==> config.mk <==
export PLATFORM = sky130hd
export DESIGN_NAME = linear_1d_go_done
export DESIGN_NICKNAME = d
export VERILOG_FILES = /design/src/rtl/linear_1d_pkg.sv /design/src/rtl/linear_1d_go_done_edge.sv /design/src/rtl/linear_1d_go_done.sv
export SDC_FILE = /design/constraint.sdc
export NUM_CORES = 1
export LEC_CHECK = 0
export CORE_ASPECT_RATIO = 1.4
export CORE_MARGIN = 3
export CORE_UTILIZATION = 57
export DETAILED_ROUTE_END_ITERATION = 8
export PLACE_DENSITY = 0.85
export SLEW_MARGIN = 20
export SYNTH_ARGS = -nofsm -noshare
export SYNTH_HDL_FRONTEND = slang
export SYNTH_SLANG_ARGS = --single-unit
==> constraint.sdc <==
create_clock -name clk -period 5.11 [get_ports clk]
set_clock_uncertainty 0.1 [all_clocks]
set_input_delay 0.7665 -clock clk [delete_from_list [all_inputs] [get_ports clk]]
set_output_delay 0.7665 -clock clk [all_outputs]
set_load 0.005 [all_outputs]
==> src/rtl/linear_1d_pkg.sv <==
// rtl/linear_1d_pkg.sv - shared state encoding and width defaults for the go/done controller
package linear_1d_pkg;

  localparam int CNT_WIDTH_DEF = 32;
  localparam int TO_WIDTH_DEF  = 16;

  typedef enum logic [2:0] {
    ST_IDLE  = 3'd0,
    ST_START = 3'd1,
    ST_BUSY  = 3'd2,
    ST_DONE  = 3'd3,
    ST_ABORT = 3'd4
  } state_t;

endpackage

==> src/rtl/linear_1d_go_done_edge.sv <==
// rtl/linear_1d_go_done_edge.sv - go level delay register and rising-edge detect (linear_1d_edge)
module linear_1d_edge (
  input  logic clk,
  input  logic reset_n,
  input  logic go_sync,
  output logic go_rise
);

  logic go_d;

  // Resetting high means a go level already asserted at reset release is not an edge.
  always_ff @(posedge clk) begin
    if (!reset_n) go_d <= 1'b1;
    else          go_d <= go_sync;
  end

  assign go_rise = go_sync & ~go_d;

endmodule

==> src/rtl/linear_1d_go_done.sv <==
// rtl/linear_1d_go_done.sv - go/done handshake controller; optional watchdog under LINEAR_1D_TIMEOUT_EN
module linear_1d_go_done
  import linear_1d_pkg::*;
#(
  parameter int CNT_WIDTH = CNT_WIDTH_DEF,
  parameter int TO_WIDTH  = TO_WIDTH_DEF
) (
  input  logic                 clk,
  input  logic                 reset_n,
  input  logic                 go_sync,
  output logic                 core_start,
  input  logic                 core_done,
  output logic                 busy,
  output logic                 done_level,
  output logic [CNT_WIDTH-1:0] run_cycles,
  input  logic [TO_WIDTH-1:0]  timeout_limit,
  output logic                 timeout_err
);

  localparam logic [CNT_WIDTH-1:0] CNT_ONE = {{(CNT_WIDTH-1){1'b0}}, 1'b1};

  state_t               state;
  logic                 go_rise;
  logic [CNT_WIDTH-1:0] cnt;
  logic [CNT_WIDTH-1:0] cnt_inc;

  linear_1d_edge u_edge (
    .clk     (clk),
    .reset_n (reset_n),
    .go_sync (go_sync),
    .go_rise (go_rise)
  );

  // cnt holds the run length including the current cycle; it sticks at all-ones.
  assign cnt_inc = (&cnt) ? cnt : cnt + CNT_ONE;

`ifdef LINEAR_1D_TIMEOUT_EN
  localparam logic [TO_WIDTH-1:0] TO_ONE = {{(TO_WIDTH-1){1'b0}}, 1'b1};
  logic [TO_WIDTH-1:0] wd_cnt;
  logic                wd_expire;

  assign wd_expire = (timeout_limit != '0) && (wd_cnt == timeout_limit);
`else
  logic unused_timeout;
  assign unused_timeout = ^timeout_limit;
`endif

  always_ff @(posedge clk) begin
    if (!reset_n) begin
      state       <= ST_IDLE;
      core_start  <= 1'b0;
      busy        <= 1'b0;
      done_level  <= 1'b0;
      run_cycles  <= '0;
      timeout_err <= 1'b0;
      cnt         <= '0;
`ifdef LINEAR_1D_TIMEOUT_EN
      wd_cnt      <= '0;
`endif
    end else begin
      core_start <= 1'b0;
      case (state)
        ST_IDLE: begin
          if (go_rise) begin
            state       <= ST_START;
            core_start  <= 1'b1;
            busy        <= 1'b1;
            cnt         <= CNT_ONE;
            timeout_err <= 1'b0;
`ifdef LINEAR_1D_TIMEOUT_EN
            wd_cnt      <= '0;
`endif
          end
        end
        // An engine pulse coincident with the start pulse is stale and deliberately dropped.
        ST_START: begin
          state <= ST_BUSY;
          cnt   <= cnt_inc;
        end
        ST_BUSY: begin
          if (core_done) begin
            state      <= ST_DONE;
            busy       <= 1'b0;
            done_level <= 1'b1;
            run_cycles <= cnt;
`ifdef LINEAR_1D_TIMEOUT_EN
          end else if (wd_expire) begin
            state       <= ST_ABORT;
            busy        <= 1'b0;
            done_level  <= 1'b1;
            run_cycles  <= cnt;
            timeout_err <= 1'b1;
`endif
          end else begin
            cnt <= cnt_inc;
`ifdef LINEAR_1D_TIMEOUT_EN
            wd_cnt <= wd_cnt + TO_ONE;
`endif
          end
        end
        ST_DONE, ST_ABORT: begin
          if (!go_sync) begin
            state      <= ST_IDLE;
            done_level <= 1'b0;
          end
        end
        default: begin
          state      <= ST_IDLE;
          busy       <= 1'b0;
          done_level <= 1'b0;
        end
      endcase
    end
  end

endmodule

==> metrics.cfg, run 1 <==
[hold_path]
holdCritPathClass = reg2reg
hold_depth = 2
hp-start = run_cycles[28]
holdPathEnd = run_cycles[28]

[synth]
synthFlopType = dfxtp_1
synth_edf_count = 0
yosysWarningCount = 0
avgSynthCellArea_sq_um = 8.07
syn_inst = 404
syn_nets = 429
synthDistinctLibCells = 54
synth_seq_cells = 70
synth_area_sq_um = 3260
postSynth.asyncResetShare_pct = 0
ys_seq_area_share_pct = 43.0

[route]
wl_met1_mm = 3.05
avgViaCountPerCell = 5.96
routed_wl_mm = 7.38
wl_per_cell_microns = 14.8
first_pass_iters = 5
top_layer = met4
drt-initial-drc-count = 204
wl_met2_mm = 3.81
ant_nets = 0
num_vias = 2982
drc = 0
dr_wl_met3_microns = 379

[cells_and_area]
fillers = 461
syn2layout_area_growth_pct = 16.5
drive_gt1_share_pct = 6.02
stdcell_count = 500
antenna_cells = 0
nets = 452
post-route-util_pct = 68.8
multi_input_area_sq_um = 1690
seq_area_sq_um = 1400

[place]
dp_hpwl_mm = 4.74
port_buffers = 38
place_congestion = 0.858
dp_cells = 484

[global_routing]
grt-ovfl-total = 0
grt_pass1_wl_mm = 12.5
grt_max_degree = 39
grt_pass1_vias = 2782
antenna_found_initial = 0
grtUsageTotal_pct = 23.1

[cts]
cts_inserted_buffers = 9
cts_resized = 0
worstSkewPairLatency_ps = 350
cts-root-buf = clkbuf_8
clkTransAtPathRegs_ps = 80
ctsLongestPathBuffers = 2
cts-htree-levels = 3
cts_tree = yes
clkSinkCount = 70
post_cts_buffers = 0
holdBufCountCts = 0

[sta]
worst_slew_pin_slew_ps = 1030
relSlewSlack_pct = 30.9
fin_crit_sh_pct = 58.5
finalHoldViolCount = 0
fmaxAchievable_ghz = 0.334
rsz0062_at_grt = no
tns_ps = 0
fin_crit_ps = 2990
slew_viol_final = 0
whs_ps = 355
setup_violations = 0

[run_status]
status = complete, no violations

[setup_path]
r2r-end = cnt[27]
critPathRequiredTime_ps = 5280
end_kind = flop
arrival_ps = 3160
r2r_setup_slack_ps = 2120
r2r_start = state[0]
path_class = reg2reg
cp_max_fo = 19
critPathLaunchType = flop
r2r_cells = 7

[die]
ios = 56
die_h_microns = 95.5
die_w_microns = 69.9
core_region_area_sq_um = 5530
floorplan.initialDensity_pct = 59.0
num_rows = 32
dieArea_sq_um = 6680

[job]
cap_violations = 0

[power]
p_leak_nw = 1.26
power.density_nw_per_um2 = 369
ir_worst_vdd_uv = 279
total_power_mw = 1.40

-- worst max-delay path, stage by stage (launching register included) --
cell       delay [ps]
dfxtp_1           390
inv_1              80
ha_1              690
o2bb2ai_1         200
a21oi_2           650
nand3_1           200
or4_1             440
a21oi_1           150
-- report_power, final --
part | total [mW] | internal [mW] | switching, mW | leakage (nW)
logic | 0.366 | 0.102 | 0.265 | 0.588
registers | 0.585 | 0.564 | 0.0209 | 0.565
clock network | 0.452 | 0.250 | 0.202 | 0.106
total | 1.40 | 0.915 | 0.488 | 1.26
-- cells in the final DEF (no fill, tap or decap), drive strengths merged, types with 3 or more instances in the layout --
cell type / count
nand2: 89
dfxtp: 70
a21oi: 48
clkdlybuf4s50: 38
nand3: 18
nor2: 18
nand4: 13
clkbuf: 12
and3: 11
mux2i: 8
o21ai: 8
nand2b: 7
o31ai: 7
or4: 7
o22ai: 7
inv: 6
nor4: 6
a211oi: 5
ha: 5
or3: 4
nor3: 4
clkinv: 3
buf: 3
and4: 3
-- worst max path at each step --
stage                     depth (start not counted)  endpoint  slack [ps]      start
after floorplan                                   9   cnt[24]        2940   state[0]
after global placement                            7    cnt[2]        2040  core_done
after detailed placement                          7    cnt[2]        2010  core_done
after CTS                                         7   cnt[26]        2160   state[0]
after global routing                              7   cnt[27]        1880   state[0]
final                                             7   cnt[27]        2120   state[0]
-- synth_stat cells, types with 3 or more instances --
| master | number | area share, % |
|---|---|---|
| or4_1 | 7 | 1.6 |
| dfxtp_1 | 70 | 43 |
| nand2_1 | 89 | 10 |
| o22ai_1 | 7 | 1.3 |
| mux2i_1 | 8 | 2.5 |
| o21ai_0 | 8 | 1.2 |
| buf_6 | 4 | 1.4 |
| nand4_1 | 12 | 2.3 |
| a211oi_1 | 5 | 1.2 |
| inv_1 | 6 | 0.69 |
| nor3_1 | 3 | 0.46 |
| nor2_1 | 17 | 2.0 |
| and3_1 | 10 | 1.9 |
| nand2b_1 | 7 | 1.3 |
| buf_1 | 3 | 0.35 |
| o31ai_1 | 7 | 1.6 |
| clkbuf_1 | 18 | 2.1 |
| a21oi_1 | 47 | 7.2 |
| nand3_1 | 18 | 2.8 |
| or3_1 | 4 | 0.77 |
| nor4_1 | 6 | 1.2 |
| ha_1 | 5 | 1.9 |
-- cells by family (layout without fill, tap and decap cells) --
| family | count (synthesis) | after routing | synth area share (%) |
|---|---|---|---|
| flops | 70 | 70 | 43.0 |
| buf+inv | 35 | 63 | 5.26 |
| mux | 8 | 8 | 2.46 |
| simple gates | 191 | 191 | 29.4 |
| fa+ha+maj | 5 | 5 | 1.92 |
| compound gates | 94 | 94 | 17.8 |
| other cells | 1 | 1 | 0.115 |
-- flip-flops by register name, summed over array words and instances, names as in the netlist --
signal       count
busy             1
cnt             32
core_start       1
done_level       1
run_cycles      32
state            2
u_edge.go_d      1
-- per-layer routing --
| metal | track usage, % | vias up |
|---|---|---|
| li1 | - | 1497 |
| met1 | 26.2 | 1388 |
| met2 | 41.9 | 84 |
| met3 | 4.75 | 13 |
| met4 | 9.90 | 0 |
| met5 | 0 | - |
-- per-stage QoR --
step | cell area, sq um | setup slack [ps]
detailed placement | 3600 | 2010
finish | 3800 | 2120
CTS | 3800 | 2160
floorplan | 3260 | 2940
global route | 3800 | 1880
global placement | 3600 | 2040
-- area by class of cell --
type | instances | area share [%]
Clock buffer | 12 | 4.08
Tap cell | 68 | 2.24
Sequential cell | 70 | 36.9
Inverter | 6 | 0.593
Timing Repair Buffer | 41 | 10.6
Clock inverter | 4 | 1.19
Multi-Input combinational cell | 299 | 44.4
Power figures use the tool's default switching activity.
==> run 2: changes to the inputs <==
--- a/config.mk
+++ b/config.mk
@@ -7,9 +7,9 @@
 export LEC_CHECK = 0
 export CORE_ASPECT_RATIO = 1.4
 export CORE_MARGIN = 3
-export CORE_UTILIZATION = 57
+export CORE_UTILIZATION = 53
 export DETAILED_ROUTE_END_ITERATION = 8
-export PLACE_DENSITY = 0.85
+export PLACE_DENSITY = 0.8
 export SLEW_MARGIN = 20
 export SYNTH_ARGS = -nofsm -noshare
 export SYNTH_HDL_FRONTEND = slang
==> constraint.sdc (replaced) <==
create_clock -name clk -period 2.8 [get_ports clk]
set_clock_uncertainty 0.1 [all_clocks]
set_input_delay 0.42 -clock clk [delete_from_list [all_inputs] [get_ports clk]]
set_output_delay 0.42 -clock clk [all_outputs]
set_load 0.005 [all_outputs]
==> metrics.cfg, run 2 (synthesis gave the netlist of run 1 again) <==
[place]
port_buffers = 38
place_area_sq_um = 3670
dp_hpwl_mm = 4.97
dp_cells = 495
place_congestion = 0.839

[sta]
setup_violations = 0
fin_crit_sh_pct = 84.4
slew_viol_final = 0
whs_ps = 353
worst_slew_pin_slew_ps = 710
fmaxAchievable_ghz = 0.423
fin_crit_ps = 2360
tns_ps = 0
relSlewSlack_pct = 52.5
rsz0062_at_grt = no
finalHoldViolCount = 0

[setup_path]
r2r_setup_slack_ps = 440
critPathRequiredTime_ps = 2990
r2r-end = cnt[29]
arrival_ps = 2550
r2r_cells = 5
critPathLaunchType = flop
cp_max_fo = 11
path_class = reg2reg
r2r_start = cnt[2]
end_kind = flop

[route]
ant_nets = 0
drt-initial-drc-count = 238
first_pass_iters = 4
wl_per_cell_microns = 14.7
avgViaCountPerCell = 5.98
routed_wl_mm = 7.51
num_vias = 3055
drc = 0

[job]
cap_violations = 0

[cts]
ctsLongestPathBuffers = 2
cts_resized = 0
holdBufCountCts = 0
cts_tree = yes
clkTransAtPathRegs_ps = 80
post_cts_buffers = 0
clkSinkCount = 70
cts-htree-levels = 3
worstSkewPairLatency_ps = 350
cts_inserted_buffers = 9
cts-root-buf = clkbuf_8

[hold_path]
holdPathEnd = run_cycles[24]
hold_depth = 2
holdCritPathClass = reg2reg
hp-start = run_cycles[24]

[cells_and_area]
stdcell_count = 511
drive_gt1_share_pct = 8.16
nets = 461
antenna_cells = 0
syn2layout_area_growth_pct = 19.8
top_regs = cnt (32), run_cycles (32), state (2)
multi_input_area_sq_um = 1690
final_common_cell = nand2_1
seq_area_sq_um = 1400
fillers = 532
design_area_sq_um = 3910
layout_common_cells = 89 x nand2_1, 70 x dfxtp_1, 47 x a21oi_1, 38 x clkdlybuf4s50_1, 18 x nand3_1

[global_routing]
grt_pass1_wl_mm = 12.8
grt_pass1_vias = 2864
grtUsageTotal_pct = 22.4
grt_max_degree = 39
antenna_found_initial = 0
grt-ovfl-total = 0

[run_status]
status = complete, no violations

[die]
dieArea_sq_um = 7140
die_h_microns = 98.8
core_region_area_sq_um = 5900
floorplan.initialDensity_pct = 55.2
die_w_microns = 72.3
ios = 56
num_rows = 33

[power]
p_leak_nw = 1.32
power.density_nw_per_um2 = 716
ir_worst_vdd_uv = 487

==> run 2: how the worst max path moves through the flow <==
| stage | start | end | cells past startpoint |
|---|---|---|---|
| floorplan | state[0] | cnt[24] | 9 |
| global placement | go_sync | cnt[22] | 6 |
| detailed placement | core_done | cnt[22] | 7 |
| CTS | state[0] | cnt[4] | 7 |
| global route | cnt[5] | cnt[29] | 5 |
| finish | cnt[2] | cnt[29] | 5 |
==> run 2: worst max-delay path: stages, from the launching register on <==
cell and delay, ps:
dfxtp_1 470, nand4_2 210, nor3_2 320, nand4_1 450, or4_1 600, a21oi_1 140
==> run 2: area by class of cell <==
class / instances / area share [%]
inverter: 6 / 0.577
timing repair buffer: 50 / 12.0
multi-input combinational: 299 / 43.2
clock buffer: 9 / 3.17
tap: 70 / 2.24
clock inverter: 7 / 2.88
sequential: 70 / 35.9
==> run 2: layer usage <==
metal	track usage, %	wire, microns	up-vias
li1	-	-	1506
met1	27.0	3200	1456
met2	37.6	3800	77
met3	5.41	334	16
met4	8.83	180	0
met5	0	0	-
==> run 2: power by group <==
group | internal, mW | switching [mW] | leakage, nW
clock network | 0.587 | 0.387 | 0.119
logic | 0.259 | 0.501 | 0.632
registers | 1.03 | 0.0363 | 0.565
total | 1.87 | 0.924 | 1.32
==> run 2: metrics by stage <==
| step | setup WS (ps) | power [mW] | util [%] |
|---|---|---|---|
| floorplan | 633 | 1.58 | - |
| global placement | 418 | 1.81 | 62.2 |
| detailed placement | 378 | 1.83 | 62.2 |
| CTS | 465 | 2.80 | 66.2 |
| global route | 253 | 2.94 | 66.2 |
| finish | 436 | 2.80 | 66.2 |
==> RTL change 1 (flow settings as in run 1) <==
Register the inputs `go_sync` and `core_done` before use, with the module's reset. The logic sees them one clock later. The other inputs are not delayed to match.
--- a/src/rtl/linear_1d_go_done.sv
+++ b/src/rtl/linear_1d_go_done.sv
@@ -19,6 +19,19 @@
 
   localparam logic [CNT_WIDTH-1:0] CNT_ONE = {{(CNT_WIDTH-1){1'b0}}, 1'b1};
 
+  logic go_sync_q;
+  logic core_done_q;
+
+  always_ff @(posedge clk) begin
+    if (!reset_n) begin
+      go_sync_q   <= '0;
+      core_done_q <= '0;
+    end else begin
+      go_sync_q   <= go_sync;
+      core_done_q <= core_done;
+    end
+  end
+
   state_t               state;
   logic                 go_rise;
   logic [CNT_WIDTH-1:0] cnt;
@@ -27,7 +40,7 @@
   linear_1d_edge u_edge (
     .clk     (clk),
     .reset_n (reset_n),
-    .go_sync (go_sync),
+    .go_sync (go_sync_q),
     .go_rise (go_rise)
   );
 
@@ -78,7 +91,7 @@
           cnt   <= cnt_inc;
         end
         ST_BUSY: begin
-          if (core_done) begin
+          if (core_done_q) begin
             state      <= ST_DONE;
             busy       <= 1'b0;
             done_level <= 1'b1;
@@ -99,7 +112,7 @@
           end
         end
         ST_DONE, ST_ABORT: begin
-          if (!go_sync) begin
+          if (!go_sync_q) begin
             state      <= ST_IDLE;
             done_level <= 1'b0;
           end
Check against the original RTL: not equivalent (a bounded check fails within 4 cycles, from zero or initial values and one cycle with reset_n low).
==> RTL change 1 against run 1 <==
Synthesized area grew 1.4%. Largest cell class unchanged. Clock power increased by 4%. Critical path depth increased by 1. Sequential share of layout area grew 0.18 points. Sequential power grew 0.9%. Sequential cell count up 2. Final cell count up 3.2%. Synthesized cell count grew 3.5%. Wire length increased by 6.2%. Global-route usage is 1.5 points higher. Worst setup slack worse by 0.20 ns. Design area is 2.4% higher. Hold slack about the same. Power is 1.1% lower.
==> RTL change 1: results (changes against run 1) <==
run_status:
  status: "complete, no violations"
placed_design:
  post-place-cells: 501  # +3.5%
  dpl_cell_area_mm2: 0.00368  # +2.4%
  gp_congestion: 0.871  # +1.5%
  pre_cts_slack_ns: 2.00  # -0.00917 ns
  hpwlAfterDp_um: 4980  # +5.0%
  io_buffer_count: 38  # unchanged
pwr:
  p_leak_nw: 1.27  # +0.85%
  powerDensity_mw_per_mm2: 357  # -3.4%
  peakVddDrop_mv: 0.399  # +43%
clock_tree:
  root_buffer: "clkbuf_8"
  cts_buffers: 9  # unchanged
  cts_resized: 0  # unchanged
  post_cts_buffers: 0  # unchanged
  clockBufferDepth: 2  # unchanged
  htreeDepth: 3  # unchanged
  cts.clk_slew.worst_paths_ns: 0.07
  insertion_delay_ns: 0.35  # about the same
final_layout:
  layout-drive-gt1-share: 0.0647  # +0.00455
  finalNonFillerCells: 516  # +3.2%
  reg_top3: "cnt: 32 flops, run_cycles: 32 flops, state: 2 flops"
  fin_nets: 469  # +3.8%
  fill_cells: 476  # +3.3%
  n_antenna_cell: 0  # unchanged
critical_path:
  crit_family: "compound AO/OA/AOI/OAI gates"
  r2r_cells: 8  # +1
  arrival_ns: 3.36  # +0.20 ns
  critPathMaxFanout: 22  # +3
  r2r_start: "state[0]"
  cp_slowest_cell: "ha_1"
  max_stage_delay_ns: 0.71  # +0.02 ns
  path_class: "register to register"
synth:
  syn_nets: 443  # +3.3%
  synthTopCellsByArea: "dfxtp_1, nand2_1, a21oi_1"
  synth-seq-area-share: 0.436  # +0.00626
  synth.distinct_cells: 49  # -9.3%
  ys_warn_count: 0  # unchanged
  ys_top_cells_by_count: "nand2_1, dfxtp_1, a21oi_1"
  synthArstFlopShare: 0  # unchanged
  synth_area_leader_cell: "dfxtp_1"
  netlist_area_mm2: 0.00331  # +1.4%
  postSynthCellCount: 418  # +3.5%
global_routing:
  grt_first_pass_wirelength_um: 13300  # +6.1%
  antenna_found_initial: 0  # unchanged
  grt_pass1_vias: 2956  # +6.3%
  grt_max_degree: 52  # +33%
  grt_usage: 0.246  # +0.0149
route:
  routed_wl_um: 7840  # +6.2%
  vias: 3122  # +4.7%
  drtPass1Iterations: 5  # unchanged
  first_iter_violations: 348  # +71%
timing:
  setup_violations: 0  # unchanged
  slew_headroom: 0.276  # -0.0338
min_path:
  hold_path_depth: 2  # unchanged
  hp-start: "run_cycles[29]"
  hold_path.class: "register to register"
-- RTL change 1: routing by layer --
metal / vias up / track usage / wire length (um)
met2: 106 / 0.417 / 3870
li1: 1551 / - / -
met3: 18 / 0.0533 / 455
met4: 0 / 0.118 / 159
met1: 1447 / 0.296 / 3350
met5: - / 0 / 0
-- RTL change 1: cell type report --
cell class	instances	area share
Inverter	7	0.00675
Clock buffer	12	0.0425
Sequential cell	72	0.371
Multi-Input combinational cell	313	0.444
Tap cell	68	0.0219
Timing Repair Buffer	41	0.105
Clock inverter	3	0.0103
-- RTL change 1: kinds of logic (layout without fill, tap and decap cells) --
| kind of cell | Yosys count | after routing | synth area share |
|---|---|---|---|
| other cells | 1 | 1 | 0.00113 |
| buf+inv | 33 | 63 | 0.0443 |
| flops | 72 | 72 | 0.436 |
| simple gates | 196 | 196 | 0.296 |
| mux | 4 | 4 | 0.0125 |
| fa+ha+maj | 5 | 5 | 0.0189 |
| compound gates | 107 | 107 | 0.191 |
-- RTL change 1: final timing paths --
path         slack [ns]              to
min                0.35  run_cycles[29]
max                1.92         cnt[14]
min reg2reg        0.35  run_cycles[29]
max reg2reg        1.92         cnt[14]
-- RTL change 1: power breakdown --
| part | leakage, nW | switching (mW) | total (mW) | internal [mW] |
|---|---|---|---|---|
| Combinational | 0.580 | 0.238 | 0.330 | 0.0928 |
| Clock | 0.108 | 0.207 | 0.468 | 0.261 |
| Sequential | 0.581 | 0.0147 | 0.590 | 0.575 |
| Total | 1.27 | 0.459 | 1.39 | 0.929 |
-- RTL change 1: worst reg2reg max path, cell delays in order, from the launching register on --
cell and delay, ns:
dfxtp_1 0.38, inv_1 0.09, ha_1 0.71, o2bb2ai_1 0.21
a21oi_1 0.42, o31ai_4 0.32, buf_6 0.24, or4_1 0.47
a31oi_1 0.19
==> RTL change 2 (config.mk and constraints of run 1) <==
Without the edit above. Add a define of `LINEAR_1D_TIMEOUT_EN`.
--- a/src/rtl/linear_1d_go_done.sv
+++ b/src/rtl/linear_1d_go_done.sv
@@ -1,4 +1,6 @@
 // rtl/linear_1d_go_done.sv - go/done handshake controller; optional watchdog under LINEAR_1D_TIMEOUT_EN
+`define LINEAR_1D_TIMEOUT_EN
+
 module linear_1d_go_done
   import linear_1d_pkg::*;
 #(
Formal check against the unedited RTL: not equivalent (Yosys sat finds a counterexample within 10 cycles, from zero or initial values and one cycle with reset_n low).
==> RTL change 2 against run 1 <==
Power grew 1.1%. Register-to-register slack lost 0.60 ns. Synthesized area grew 43%. Critical endpoint is now cnt[0]. Combinational power shrank 51%. Sequential cell count grew 18. Wire length grew 64%. Via count grew 54%. Design area grew 44%. Final cell count grew 42%. Worst setup slack lost 0.84 ns.
==> RTL change 2: results (changes against run 1) <==
route:
  via_per_inst: 6.43  # +7.9%
  post_drt_wl_per_cell_um: 17.0  # +15%
  first_iter_violations: 458  # +120%
final_layout:
  fill_cells: 660  # +43%
  reg_top3: "cnt: 32 flops, run_cycles: 32 flops, wd_cnt: 16 flops"
synth:
  ys_top_cells_by_count: "nand2_1, dfxtp_1, nor2_1"
  synth.distinct_cells: 63  # +17%
  synthTopCellsByArea: "dfxtp_1, nand2_1, mux2i_1"
  synth-seq-area-share: 0.377  # -0.0532
  syn_nets: 591  # +38%
  ys_warn_count: 0  # unchanged
min_path:
  hp-start: "run_cycles[15]"
  min_to: "run_cycles[15]"
global_routing:
  grt_usage: 0.276  # +0.0447
  grt_first_pass_wirelength_um: 20500  # +64%
  grt_max_degree: 59  # +51%
placed_design:
  gp_congestion: 0.916  # +6.7%
  hpwlAfterDp_um: 8500  # +79%
  io_buffer_count: 55  # +45%
timing:
  slew_headroom: 0.359  # +0.0499
  holdWs_ns: 0.361  # +0.00617 ns
critical_path:
  critPathMaxFanout: 21  # +2
  r2r_start: "cnt[20]"
  worstReg2RegEnd: "cnt[0]"
  r2r_cells: 6  # -1
  r2r_slack_ns: 1.52  # -0.60 ns
  startpoint: "timeout_limit[15]"
pwr:
  cellInternalPower_mw: 1.05  # +15%
  peakVddDrop_mv: 0.161  # -42%
run_status:
  status: "complete, no violations"
clock_tree:
  insertion_delay_ns: 0.37  # +0.02 ns
## RTL change 2: area by class of cell
class | count | area share
Multi-Input combinational cell | 437 | 0.498
Sequential cell | 88 | 0.323
Timing Repair Buffer | 62 | 0.110
Clock buffer | 12 | 0.0284
Tap cell | 100 | 0.0229
Clock inverter | 3 | 0.0119
Inverter | 10 | 0.00688
## RTL change 2: metal layers
| layer | track usage | wire [um] | vias up |
|---|---|---|---|
| met5 | 0 | 0 | - |
| met4 | 0.125 | 511 | 0 |
| met3 | 0.0533 | 747 | 54 |
| met2 | 0.484 | 6240 | 202 |
| met1 | 0.313 | 4630 | 2151 |
| li1 | - | - | 2174 |
## RTL change 2: worst max-delay path, cell delays in order
cell and delay [ns]:
clkdlybuf4s50_1 0.45, xor2_1 0.16, nor4_1 0.42, nand3_1 0.24
o21ai_1 0.77, nand2_1 0.72, o211a_1 0.44
## RTL change 2: kinds of logic (layout without fill, tap and decap cells)
family,after synthesis,after routing,share of synthesized area
simple gates,289,289,0.326
compound gates,95,95,0.143
flops,88,88,0.377
buf+inv,44,87,0.0441
mux,34,34,0.0730
xor+xnor,17,17,0.0318
fa+ha+maj,2,2,0.00535
## RTL change 2: worst max path at each step
| stage | endpoint | slack (ns) |
|---|---|---|
| after floorplan | cnt[14] | 2.49 |
| after global placement | cnt[0] | 1.31 |
| after detailed placement | cnt[0] | 1.10 |
| after CTS | cnt[0] | 1.49 |
| after global routing | cnt[0] | 1.15 |
| final | cnt[0] | 1.28 |
## RTL change 2: power groups by stage
| stage | logic (mW) | registers, mW | clock network, mW |
|---|---|---|---|
| 2_1_floorplan | 0.132 | 0.713 | 0 |
| 3_3_place_gp | 0.170 | 0.718 | 0 |
| 3_5_place_dp | 0.175 | 0.719 | 0 |
| 4_1_cts | 0.176 | 0.703 | 0.545 |
| 5_1_grt | 0.194 | 0.704 | 0.574 |
| 6_report | 0.180 | 0.703 | 0.535 |
## RTL change 2: stage by stage
stage | instance area, um2 | instances
after floorplan | 4680 | 569
after global placement | 5230 | 697
after detailed placement | 5230 | 697
after CTS | 5450 | 712
after global routing | 5460 | 712
final | 5460 | 712
